[config.mk]
export PLATFORM = sky130hd
export DESIGN_NAME = contador_mod7_updown
export DESIGN_NICKNAME = d
export VERILOG_FILES = /design/src/rtl/contador_mod7_updown_pkg.sv /design/src/rtl/contador_mod7_updown_ffjk_ar.sv /design/src/rtl/contador_mod7_updown.sv
export SDC_FILE = /design/constraint.sdc
export NUM_CORES = 1
export LEC_CHECK = 0
export ABC_AREA = 1
export CORE_AREA = 5 5 42 44
export DETAILED_ROUTE_END_ITERATION = 8
export DIE_AREA = 0 0 47 49
export DONT_BUFFER_PORTS = 1
export GPL_TIMING_DRIVEN = 0
export PLACE_DENSITY = 0.76
export SYNTH_ARGS = -nofsm -noshare
export SYNTH_HDL_FRONTEND = slang
export SYNTH_HIERARCHICAL = 1
export SYNTH_SLANG_ARGS = --single-unit
[constraint.sdc]
create_clock -name clk -period 3.1 [get_ports clk]
set_input_delay 0.93 -clock clk [delete_from_list [all_inputs] [get_ports clk]]
set_output_delay 0.93 -clock clk [all_outputs]
set_load 0.02 [all_outputs]
[src/rtl/contador_mod7_updown_pkg.sv]
// Shared constants for the mod-7 up/down counter and its JK flip-flop slice.
package contador_mod7_updown_pkg;
  localparam int unsigned CNT_W = 3;

  localparam logic [CNT_W-1:0] MOD7_MAX     = 3'd6;
  localparam logic [CNT_W-1:0] MOD7_MIN     = 3'd0;
  localparam logic [CNT_W-1:0] MOD7_ILLEGAL = 3'd7;

  typedef struct packed {
    logic [CNT_W-1:0] next;
    logic             illegal;
  } nxt_t;

  // Wrap-around step in either direction.
  function automatic logic [CNT_W-1:0] mod7_step(input logic [CNT_W-1:0] cur, input logic up);
    if (up) return (cur == MOD7_MAX) ? MOD7_MIN : cur + 3'd1;
    else    return (cur == MOD7_MIN) ? MOD7_MAX : cur - 3'd1;
  endfunction
endpackage

[src/rtl/contador_mod7_updown_ffjk_ar.sv]
// JK flip-flop with asynchronous active-low reset; keeps Q and NQ as separate registers.
module ffjk_ar (
  input  logic clk,
  input  logic rst_n,
  input  logic j,
  input  logic k,
  output logic q,
  output logic nq
);
  logic state;
  logic state_n;

  always_ff @(posedge clk or negedge rst_n) begin
    if (!rst_n) begin
      state   <= 1'b0;
      state_n <= 1'b1;
    end else begin
      case ({j, k})
        2'b00:   begin state <= state;  state_n <= state_n; end
        2'b01:   begin state <= 1'b0;   state_n <= 1'b1;    end
        2'b10:   begin state <= 1'b1;   state_n <= 1'b0;    end
        default: begin state <= ~state; state_n <= state;   end
      endcase
    end
  end

  assign q  = state;
  assign nq = state_n;
endmodule

[src/rtl/contador_mod7_updown.sv]
// Mod-7 up/down counter built from per-bit JK flip-flops, with load and illegal-value recovery.
module contador_mod7_updown
  import contador_mod7_updown_pkg::*;
(
  input  logic             clk,
  input  logic             rst_n,
  input  logic             en,
  input  logic             up,
  input  logic             load,
  input  logic [CNT_W-1:0] d,
  output logic [CNT_W-1:0] q,
  output logic [CNT_W-1:0] nq,
  output logic             tc,
  output logic             illegal
);
  nxt_t             nxt;
  logic [CNT_W-1:0] j;
  logic [CNT_W-1:0] k;

  // Priority: load, then recovery from the unreachable value 7, then count, then hold.
  always_comb begin
    nxt.next    = q;
    nxt.illegal = 1'b0;
    if (load) begin
      if (d == MOD7_ILLEGAL) begin
        nxt.next    = MOD7_MIN;
        nxt.illegal = 1'b1;
      end else begin
        nxt.next = d;
      end
    end else if (q == MOD7_ILLEGAL) begin
      nxt.next    = MOD7_MIN;
      nxt.illegal = 1'b1;
    end else if (en) begin
      nxt.next = mod7_step(q, up);
    end
  end

  // JK excitation: only drive a bit that actually has to change.
  assign j = nxt.next & ~q;
  assign k = ~nxt.next & q;

  for (genvar i = 0; i < CNT_W; i++) begin : g_bit
    ffjk_ar u_ff (
      .clk   (clk),
      .rst_n (rst_n),
      .j     (j[i]),
      .k     (k[i]),
      .q     (q[i]),
      .nq    (nq[i])
    );
  end

  always_ff @(posedge clk or negedge rst_n) begin
    if (!rst_n) illegal <= 1'b0;
    else        illegal <= nxt.illegal;
  end

  assign tc = en & ~load & ((up & (q == MOD7_MAX)) | (~up & (q == MOD7_MIN)));
endmodule

# Word level (Yosys, flattened, before mapping)
# Cells that the tools add are included.
[word_totals]
reg_bits = 7
latch_bits = 0
ramBits = 0
romBits = 0
input_bits = 8
output_inout_bits = 8
elab_cells = 51
n_memories = 0
[op_classes]
add_sub_neg = 2
n_mul = 0
n_div = 0
magnitude_cmp = 0
n_eq_ne = 9
shifts = 0
muxes = 15
bitwise = 14
reduce_logical = 4
[op_table]
columns = ["cell", "n"]
rows = [
  ["$mux 3", 6],
  ["$pmux 1 s3", 6],
  ["$eq 3x3->1 const B", 3],
  ["$and 3x3->3", 2],
  ["$eq 2x1->1 const B", 3],
  ["$eq 2x2->1 const B", 3],
  ["$logic_not 2->1", 3],
  ["$not 3->3", 2],
  ["$not 1->1", 5],
  ["$and 1x1->1", 4],
  ["$mux 4", 1],
  ["$add 3x1->3 const B", 1],
  ["$logic_not 3->1", 1],
  ["$sub 3x1->3 const B", 1],
  ["$mux 1", 2],
  ["$or 1x1->1", 1],
]

# Depth between registers and ports, before layout
[logic_depth]
word_depth = 10
depth_mapped = 17
mapped_depth_nobuf = 17

# Cells and area by module
# Netlist, hierarchy kept.
[by_module_without_submodules]
columns = ["mod", "n_inst", "cells_each", "area_each_um2", "seq_area_each_um2"]
rows = [
  ["ffjk_ar", 3, 21, 151.4, 51.3],
  ["contador_mod7_updown", 1, 57, 305.3, 25.0],
]

# Least setup slack after synthesis
# OpenSTA, ideal clock, no wires.
[synth_path]
path_kind = "register -> output"
start = "reg g_bit[0].u_ff.state"
end = "out tc"
arrival_time_ns = 1.524
required_ns = 2.170
path_slack_ns = 0.646
stages_incl_launch_ff = 7
path_buffers = 0
cell_sequence = "dfrtp_1 -> inv_1 -> ha_1 -> nand2_1 -> nand2_1 -> o21ai_1 -> nor3_1"
[synth_between]
elab_chain_cells = 4
elab_cells_between_ends = 6
classes_between = "1 x eq/ne; 4 x bitwise; 1 x reduce/logical"
[synth_lines]
columns = ["item", "line", "rtl"]
rows = [
  ["start: declaration", "contador_mod7_updown_ffjk_ar.sv:10", "logic state;"],
  ["start signal: assignment", "contador_mod7_updown_ffjk_ar.sv:19", "2'b00: begin state <= state; state_n <= state_n; end"],
  ["start signal: assignment", "contador_mod7_updown_ffjk_ar.sv:22", "default: begin state <= ~state; state_n <= state; end"],
  ["$eq 3x3->1 / $logic_not 3->1 (equally long branches)", "contador_mod7_updown.sv:59", "assign tc = en & ~load & ((up & (q == MOD7_MAX)) | (~up & (q == MOD7_MIN)));"],
  ["$and 1x1->1", "contador_mod7_updown.sv:59", ""],
  ["$or 1x1->1 *", "contador_mod7_updown.sv:59", ""],
  ["$and 1x1->1 *", "contador_mod7_updown.sv:59", ""],
  ["end: declaration", "contador_mod7_updown.sv:13", "output logic tc,"],
]
# Mark *: on every way between the ends. The rest lies on a longest branch, timed or not.

# Final worst setup path
# Ends and elaborated chain as after synthesis.

==> flow_metrics.py <==
metrics = {
    "synth": {
        "synthCells": 120,
        "synth_cell_type_count": 12,
        "seq_area_frac_synth_pct": 23.6,
        "yosys_warnings": 6,
        "synth.ff_latch_count": 7,
        "syn_area_um2": 759,
        "synth.top_cell.area_share_pct": 24.7,
        "synth.area.top_cells": "ha_1, nand2_1, dfrtp_1",
        "avgSynthCellArea_um2": 6.33,
        "synth_top_cell_by_area": "ha_1",
        "syn_nets": 143,
    },
    "detailed_routing": {
        "drt-pass1-iter-count": 2,
        "via_per_inst": 4.88,
        "antenna_left": 0,
        "wirelength_um": 1380,
        "wl_met1_um": 543,
        "wl_per_cell_um": 9.82,
        "highest_layer": "met3",
        "dr_wl_met2_um": 691,
        "met3_length_um": 140,
        "drtIter0Drc": 5,
        "vias": 683,
        "drc": 0,
    },
    "timing": {
        "setup_tns_ns": 0,
        "timing_hold_violations_final": 0,
        "finalMaxSlewViolations": 0,
        "rsz0062_at_grt": "no",
        "worst_pin_slew_ns": 0.684,
        "fin_ws_ns": 0.177,
        "fmax_ghz": 0.342,
        "min_period_ns": 2.92,
        "fin_worst_skew_ns": 0.000861,
        "max_slew_margin_pct": 54.1,
        "fin_crit_sh_pct": 94.3,
        "setup_viol": 0,
    },
    "global_route": {
        "grt_remaining_overflow": 0,
        "antenna_found_initial": 0,
        "grt_max_degree": 11,
        "grt_pass1_vias": 632,
        "grt_usage_pct": 13.4,
        "grt_pass1_wl_um": 2380,
    },
    "finish": {
        "area_growth_syn_to_layout_pct": 6.10,
        "drive_above_1_share_pct": 5.65,
        "nets": 148,
        "fin_util_pct": 57.5,
        "insertedDiodeCount": 0,
    },
    "placed_design": {
        "place_hpwl_um": 1170,
        "pre_cts_ws_ns": 0.435,
        "place_congestion": 0.753,
        "place.port_buffers": 0,
    },
    "worst_setup_path": {
        "cp.arrival_ns": 1.99,
        "worstSetupPathType": "register to output pin",
        "setup.worst_path.start_class": "register",
        "worstPathRequired_ns": 2.17,
        "end_kind": "output pin",
        "crit_path_max_fanout": 9,
    },
    "die": {
        "die_area_um2": 2300,
        "ioPinCount": 16,
        "std_cell_rows": 14,
        "die_w_um": 47,
        "start_util_pct": 54.2,
        "coreArea_um2": 1400,
        "fp.dieH_um": 49,
    },
    "clock_tree": {
        "post-cts-setup-buffers": 0,
        "ctsRootBufferMaster": "clkbuf_4",
        "cts_max_path_buffers": 2,
        "cts_tree": "done",
        "cts.sinks": 7,
        "cts_resized": 0,
        "postCtsHoldBufs": 0,
        "clk_latency_ns": 0.25,
        "cts_buffers": 3,
        "clk_pin_slew_ns": 0.05,
        "cts_max_level": 1,
    },
    "power": {
        "p_int_uw": 363,
        "cellPowerDensity_nw_per_um2": 946,
        "p_switching_uw": 400,
        "power_frac_clock_pct": 10.4,
        "p_seq_share_pct": 33.5,
        "leakage_uw": 0.000477,
        "comb_power_share_pct": 56.1,
        "finalPower_uw": 763,
        "netSwitchingFraction_pct": 52.4,
        "max-vdd-ir-drop_v": 0.000536,
    },
    "worst_hold_path": {
        "hold_class": "primary input to asynchronous set/reset pin",
    },
    "outcome": {
        "status": "completed",
    },
    "run": {
        "cap_violations": 0,
    },
}
[cell type report]
cell class | instances | area, µm²
well taps | 16 | 20.0
inverters | 26 | 97.6
fillers | 156 | 596
clock buffers | 4 | 26.3
flip-flops and latches | 7 | 179
multi-input cells | 87 | 483
[worst paths after layout]
path / start / to / slack, ns / depth (start not counted)
min in group clk: g_bit[2].u_ff/nq$_DFFE_PN1P_ / g_bit[2].u_ff/nq$_DFFE_PN1P_ / 0.51 / 2
max reg2reg: g_bit[0].u_ff/q$_DFFE_PN0P_ / g_bit[0].u_ff/q$_DFFE_PN0P_ / 0.61 / 15
max: g_bit[0].u_ff/q$_DFFE_PN0P_ / tc / 0.18 / 6
min: rst_n / g_bit[2].u_ff/q$_DFFE_PN0P_ / 0.38 / 0
min reg2reg: g_bit[2].u_ff/nq$_DFFE_PN1P_ / g_bit[2].u_ff/nq$_DFFE_PN1P_ / 0.51 / 2
max in group asynchronous: rst_n / g_bit[1].u_ff/nq$_DFFE_PN1P_ / 2.55 / 0
[layout by cell type (no fill, tap or decap), drive strengths merged]
master	count
dfrtp	4
nor2	8
a21oi	7
ha	15
o21ai	6
nand3	6
inv	26
nor3	1
nand2	44
clkbuf	4
dfstp	3
[flip-flops by register name (all words and copies together), names as in the netlist]
| signal | flops |
|---|---|
| illegal | 1 |
| g_bit.u_ff/q | 3 |
| g_bit.u_ff/nq | 3 |
[cell families after synthesis]
logic type	after synthesis	synth area share [%]
simple gates	59	30.3
fa+ha+maj	15	24.7
flops	7	23.6
buf+inv	26	12.8
compound gates	13	8.57
[worst max-delay path, cell delays in order, from the launching register on]
cell	delay [ns]
dfrtp_1	0.53
inv_1	0.22
ha_1	0.20
nand2_1	0.07
nand2_1	0.10
o21ai_1	0.09
nor3_1	0.54
[metrics by stage]
| step | std cells | hold slack, ns | instance area (µm²) |
|---|---|---|---|
| 2_1_floorplan | 120 | 0.492 | 759 |
| 3_3_place_gp | 136 | 0.502 | 779 |
| 3_5_place_dp | 136 | 0.504 | 779 |
| 4_1_cts | 140 | 0.369 | 806 |
| 5_1_grt | 140 | 0.359 | 806 |
| 6_report | 140 | 0.377 | 806 |
[synthesized netlist by cell type]
| cell type | number |
|---|---|
| a21oi_1 | 7 |
| dfrtp_1 | 4 |
| dfstp_2 | 3 |
| ha_1 | 15 |
| inv_1 | 25 |
| inv_2 | 1 |
| nand2_1 | 44 |
| nand3_1 | 6 |
| nor2_1 | 8 |
| nor3_1 | 1 |
| o21ai_0 | 4 |
| o21ai_1 | 2 |
[power groups by stage]
stage               Clock [µW]  Sequential [µW]  Combinational [µW]
floorplan                    0              241                 361
global placement             0              260                 409
detailed placement           0              261                 431
CTS                       82.1              259                 434
global route              87.6              266                 511
finish                    79.3              256                 428
[layer usage]
layer	global-route usage, %	up-vias
li1	-	372
met1	13.1	298
met2	24.0	13
met3	8.12	0
met4	1.38	0
met5	0	-
(Power assumes the default switching activity.)
==> variant 1 (same flow settings) <==
Add an input register stage for `en`, `up`, `load` and `d`; this delays them by one clock.
--- a/src/rtl/contador_mod7_updown.sv
+++ b/src/rtl/contador_mod7_updown.sv
@@ -14,4 +14,17 @@
   output logic             illegal
 );
+
+  logic en_q;
+  logic up_q;
+  logic load_q;
+  logic [CNT_W-1:0] d_q;
+
+  always_ff @(posedge clk) begin
+    en_q   <= en;
+    up_q   <= up;
+    load_q <= load;
+    d_q    <= d;
+  end
+
   nxt_t             nxt;
   logic [CNT_W-1:0] j;
@@ -22,16 +35,16 @@
     nxt.next    = q;
     nxt.illegal = 1'b0;
-    if (load) begin
-      if (d == MOD7_ILLEGAL) begin
+    if (load_q) begin
+      if (d_q == MOD7_ILLEGAL) begin
         nxt.next    = MOD7_MIN;
         nxt.illegal = 1'b1;
       end else begin
-        nxt.next = d;
+        nxt.next = d_q;
       end
     end else if (q == MOD7_ILLEGAL) begin
       nxt.next    = MOD7_MIN;
       nxt.illegal = 1'b1;
-    end else if (en) begin
-      nxt.next = mod7_step(q, up);
+    end else if (en_q) begin
+      nxt.next = mod7_step(q, up_q);
     end
   end
@@ -57,5 +70,5 @@
   end
 
-  assign tc = en & ~load & ((up & (q == MOD7_MAX)) | (~up & (q == MOD7_MIN)));
+  assign tc = en_q & ~load_q & ((up_q & (q == MOD7_MAX)) | (~up_q & (q == MOD7_MIN)));
 endmodule
 
Check against the original RTL: not equivalent (Yosys sat finds a counterexample within 4 cycles, from zero or initial values and one cycle with rst_n low).
==> variant 1 against the unedited design <==
- global-route usage grew 2.5 points
- total power grew 14%
- area after synthesis grew 16%
- core utilization grew 8.9 points
- hold slack lost 0.032 ns
- die area is the same
- worst setup slack gained 0.14 ns
- design area grew 16%
- largest power group unchanged
- count of clock-buffer cells in the layout is the same
- sequential cell count grew 6
- highest routed layer is now met4
- routed wire length grew 14%
- via count grew 6.6%
==> variant 1: results <==
[synth]
async_reset_ff_frac = 0.538
syn_nets = 149
yosysUniqueCellTypes = 13
synth_commonest_cells = nand2_1, inv_1, ha_1, nor2_1, a21oi_1
synthXorXnorAreaFrac = 0
synth_compound_gate_area_share = 0.0740
synthAdderAreaFrac = 0.213
yosys-top-cells-area = ha_1, nand2_1, dfxtp_1
synth_ff_type = dfxtp_1
ys_seq_area_frac = 0.340
synthMuxAreaShare = 0

[place]
dpl_cell_area_um2 = 900
dp_hpwl_mm = 1.19
place_congestion = 0.766
io_buffer_count = 0

[pwr]
p_leak_nw = 0.529
peakVddDrop_mv = 0.600

[setup_path]
crit_family = flip-flops
cp.arrival_ns = 1.85
slowest_stage = dfrtp_1
critPathMaxFanout = 9
rr_startpoint = g_bit[0].u_ff/q
slowest_delay_ns = 0.54

[timing]
tightest_slew_ns = 0.471
skew_ns = 0.00522

[clocking]
clk_path_buf_depth = 2
clk_pin_slew_ns = 0.07
clock_latency_ns = 0.28
numCtsBuffers = 3
cts-root-buf = clkbuf_4
cts_max_level = 1

[grt]
grt_max_degree = 11
grt_pass1_vias = 671
grt_pass1_wl_mm = 2.68
antenna_found_initial = 0
grt_use_total = 0.159

[floorplanning]
die_area_um2 = 2300
row_count = 14

[detailed_routing]
wire_per_inst_um = 10.8
vias = 728
dr.pass1.iters = 4
drt_iter0_drc = 16

[final_layout]
fill_cells = 136
n_antenna_cell = 0
drive_gt1_frac = 0.0615

[status]
status = finished, final reports clean
==> variant 1: changes by cell type in the layout (fill, tap and decap cells not counted) <==
cell / unedited run / this run
dfxtp_1: 0 / 6
nor3_1: 1 / 0
nor3_2: 0 / 1
==> variant 1: logic make-up after synthesis <==
logic type,count (synthesis)
adders and majority gates,15
AOI/OAI and AO/OA,13
DFF,13
buffers and inverters,26
and+or+nand+nor,59
==> variant 1: worst reg2reg max path, stage by stage (launching register included) <==
cell and delay (ns):
dfrtp_1 0.61, inv_1 0.22, ha_1 0.26, inv_1 0.05, nor2_1 0.04, o21ai_1 0.22
nand3_1 0.12, nand2_1 0.11, nand2_1 0.05, nor2_1 0.14, inv_1 0.08, ha_1 0.34
nand2_1 0.07, o21ai_0 0.07, nand2_1 0.07, nand2_1 0.04
==> variant 1: per-stage QoR <==
step                      utilization  setup WS, ns  cells
after floorplan                     -         0.645    126
after global placement          0.642         0.461    142
after detailed placement        0.642         0.452    142
after CTS                       0.661         0.132    146
after global routing            0.664         0.128    146
final                           0.664         0.318    146
==> variant 1: path summary, 6_finish.rpt <==
path,slack (ns),cells past startpoint,end
worst min register to register,0.51,2,g_bit[0].u_ff/nq
worst max register to register,0.52,15,g_bit[0].u_ff/q
worst min-delay path,0.34,0,g_bit[2].u_ff/q
min in group clk,0.51,2,g_bit[0].u_ff/nq
max in group asynchronous,2.59,0,g_bit[1].u_ff/nq
worst max-delay path,0.32,6,tc
==> variant 1: repair_timing <==
| action | 4_1_cts | 5_1_grt |
|---|---|---|
| hold buffers | 0 | 0 |
| gates resized for setup | 0 | 1 |
| buffers inserted | 0 | 0 |
| endpoints found under the setup margin | 0 | 1 |
==> variant 1: report_power, final <==
part | switching, mW | total, mW | internal, mW
clock network | 0.0526 | 0.103 | 0.0499
logic | 0.265 | 0.430 | 0.165
registers | 0.112 | 0.340 | 0.228
total | 0.430 | 0.872 | 0.442
==> variant 1: metal layers <==
layer	track usage	up-vias	part of all wire
met5	0	-	0
met4	0.0829	0	0.0089
met3	0.0517	2	0.052
met2	0.262	18	0.51
met1	0.172	317	0.42
li1	-	391	-
==> variant 1: area by class of cell <==
type                    instances  share of cell area
multi-input cells              87               0.524
flip-flops and latches         13               0.321
inverters                      26               0.105
clock buffers                   4              0.0282
well taps                      16              0.0215
==> variant 2 (same flow settings) <==
Without the edit above. Set the package constant `MOD7_MAX` to 3'd4 (it was 3'd6).
--- a/src/rtl/contador_mod7_updown_pkg.sv
+++ b/src/rtl/contador_mod7_updown_pkg.sv
@@ -3,5 +3,5 @@
   localparam int unsigned CNT_W = 3;
 
-  localparam logic [CNT_W-1:0] MOD7_MAX     = 3'd6;
+  localparam logic [CNT_W-1:0] MOD7_MAX     = 3'd4;
   localparam logic [CNT_W-1:0] MOD7_MIN     = 3'd0;
   localparam logic [CNT_W-1:0] MOD7_ILLEGAL = 3'd7;
Formal check against the unedited RTL: not equivalent (a bounded check fails within 4 cycles, from zero or initial values and one cycle with rst_n low).
==> variant 2 against the unedited design <==
- worst setup slack better by 0.037 ns
- routed wire length up 0.65%
- area after synthesis down 2.3%
- total power about the same
- largest cell class unchanged
- critical path type unchanged
- register-to-register slack better by 0.03 ns
- maximum frequency up 1.3%
- combinational power about the same
- sequential cell count unchanged
- synthesized cell count down 0.83%
- global-route usage up 0.90 points
- design area down 2.2%
==> variant 2: results <==
[synth]
synth_commonest_cells = nand2_1, inv_1, ha_1, a21oi_1, nand3_1
synth_ff_type = dfrtp_1
async_reset_ff_frac = 1.00
ys_seq_area_frac = 0.241
yosysUniqueCellTypes = 12
ys_warn_count = 6
syn_nets = 140
synthXorXnorAreaFrac = 0
synthAdderAreaFrac = 0.219
synth_edf_count = 0
synth_compound_gate_area_share = 0.0809
synthMuxAreaShare = 0
yosys-top-cells-area = nand2_1, ha_1, dfrtp_1

[pwr]
p_switching_mw = 0.400
peakVddDrop_mv = 0.392
p_leak_nw = 0.472

[setup_path]
cp.arrival_ns = 1.96
critPathMaxFanout = 8
slowest_stage = dfrtp_1
slowest_delay_ns = 0.53
crit_family = simple AND/OR/NAND/NOR gates
worstRegToRegCells = 12

[place]
dp_hpwl_mm = 1.17
place_congestion = 0.817
io_buffer_count = 0

[clocking]
hold_buffers = 0
cts-root-buf = clkbuf_4
clock_latency_ns = 0.24
post_cts_resize_count = 0
numCtsBuffers = 3
cts_max_level = 1
postCtsSetupBuffers = 0
clk_pin_slew_ns = 0.05
clk_path_buf_depth = 2

[detailed_routing]
drt_iter0_drc = 15
wire_per_inst_um = 9.96
dr.pass1.iters = 6
viasPerCell = 4.73

[timing]
setup_viol = 0
slew_viol_final = 0
slew_headroom = 0.544
skew_ns = 0.00274

[final_layout]
n_antenna_cell = 0
nets = 145
fill_cells = 130
drive_gt1_frac = 0.0650

[grt]
grt_pass1_wl_mm = 2.53
grt_max_degree = 10
grt_pass1_vias = 634
grt_use_total = 0.143
antenna_found_initial = 0

[min_path]
hp-class = in2async

[job]
drv_cap = 0

[status]
status = finished, final reports clean
-- variant 2: cell types whose count changed in the layout (fill, tap and decap cells not counted) --
cell,delta
nand2_1,+4
nor2_1,-3
ha_1,-2
o21ai_1,-2
a21oi_1,+1
or2_4,+1
-- variant 2: final timing paths --
kind	start	end	slack, ns
worst max-delay path	g_bit[0].u_ff/q	tc	0.21
worst min-delay path	rst_n	g_bit[1].u_ff/q	0.38
worst max register to register	g_bit[0].u_ff/q	g_bit[2].u_ff/q	0.64
worst min register to register	g_bit[1].u_ff/nq	g_bit[1].u_ff/nq	0.51
max in group asynchronous	rst_n	g_bit[2].u_ff/nq	2.55
min in group clk	g_bit[1].u_ff/nq	g_bit[1].u_ff/nq	0.51
-- variant 2: layout make-up --
class                           count  area share
Inverter                           26       0.124
Clock buffer                        4      0.0333
Tap cell                           16      0.0254
Multi-Input combinational cell     86       0.590
Sequential cell                     7       0.227
-- variant 2: logic make-up (layout without fill, tap and decap cells) --
family,Yosys count,in the layout
AO/OA/AOI/OAI,12,12
buffers and inverters,26,30
flip-flops,7,7
adder cells (fa/ha/maj),13,13
AND/OR/NAND/NOR,61,61
-- variant 2: metrics by stage --
| step | instances | setup WS (ns) | power (mW) | cell area (um^2) |
|---|---|---|---|---|
| finish | 139 | 0.214 | 0.763 | 788 |
| global route | 139 | 0.0803 | 0.871 | 788 |
| CTS | 139 | 0.222 | 0.769 | 788 |
| detailed placement | 135 | 0.489 | 0.686 | 762 |
| global placement | 135 | 0.522 | 0.665 | 762 |
| floorplan | 119 | 0.642 | 0.598 | 742 |
-- variant 2: worst reg2reg max path: cells and delay by family (launching register included) --
| kind | cells | cell delay (ns) |
|---|---|---|
| flops | 1 | 0.53 |
| buf+inv | 1 | 0.09 |
| fa+ha+maj | 3 | 0.82 |
| compound gates | 3 | 0.37 |
| simple gates | 5 | 0.53 |
-- variant 2: power groups by stage --
stage | sequential [mW] | clock, mW | combinational, mW
after CTS | 0.256 | 0.0805 | 0.433
final | 0.254 | 0.0794 | 0.429
after detailed placement | 0.256 | 0 | 0.430
after global placement | 0.256 | 0 | 0.409
after floorplan | 0.237 | 0 | 0.361
after global routing | 0.265 | 0.0882 | 0.517
-- variant 2: per-layer routing --
metal | wire, um | GRT usage
met1 | 569 | 0.162
met2 | 712 | 0.238
met3 | 103 | 0.0480
met4 | 0 | 0.0553
met5 | 0 | 0
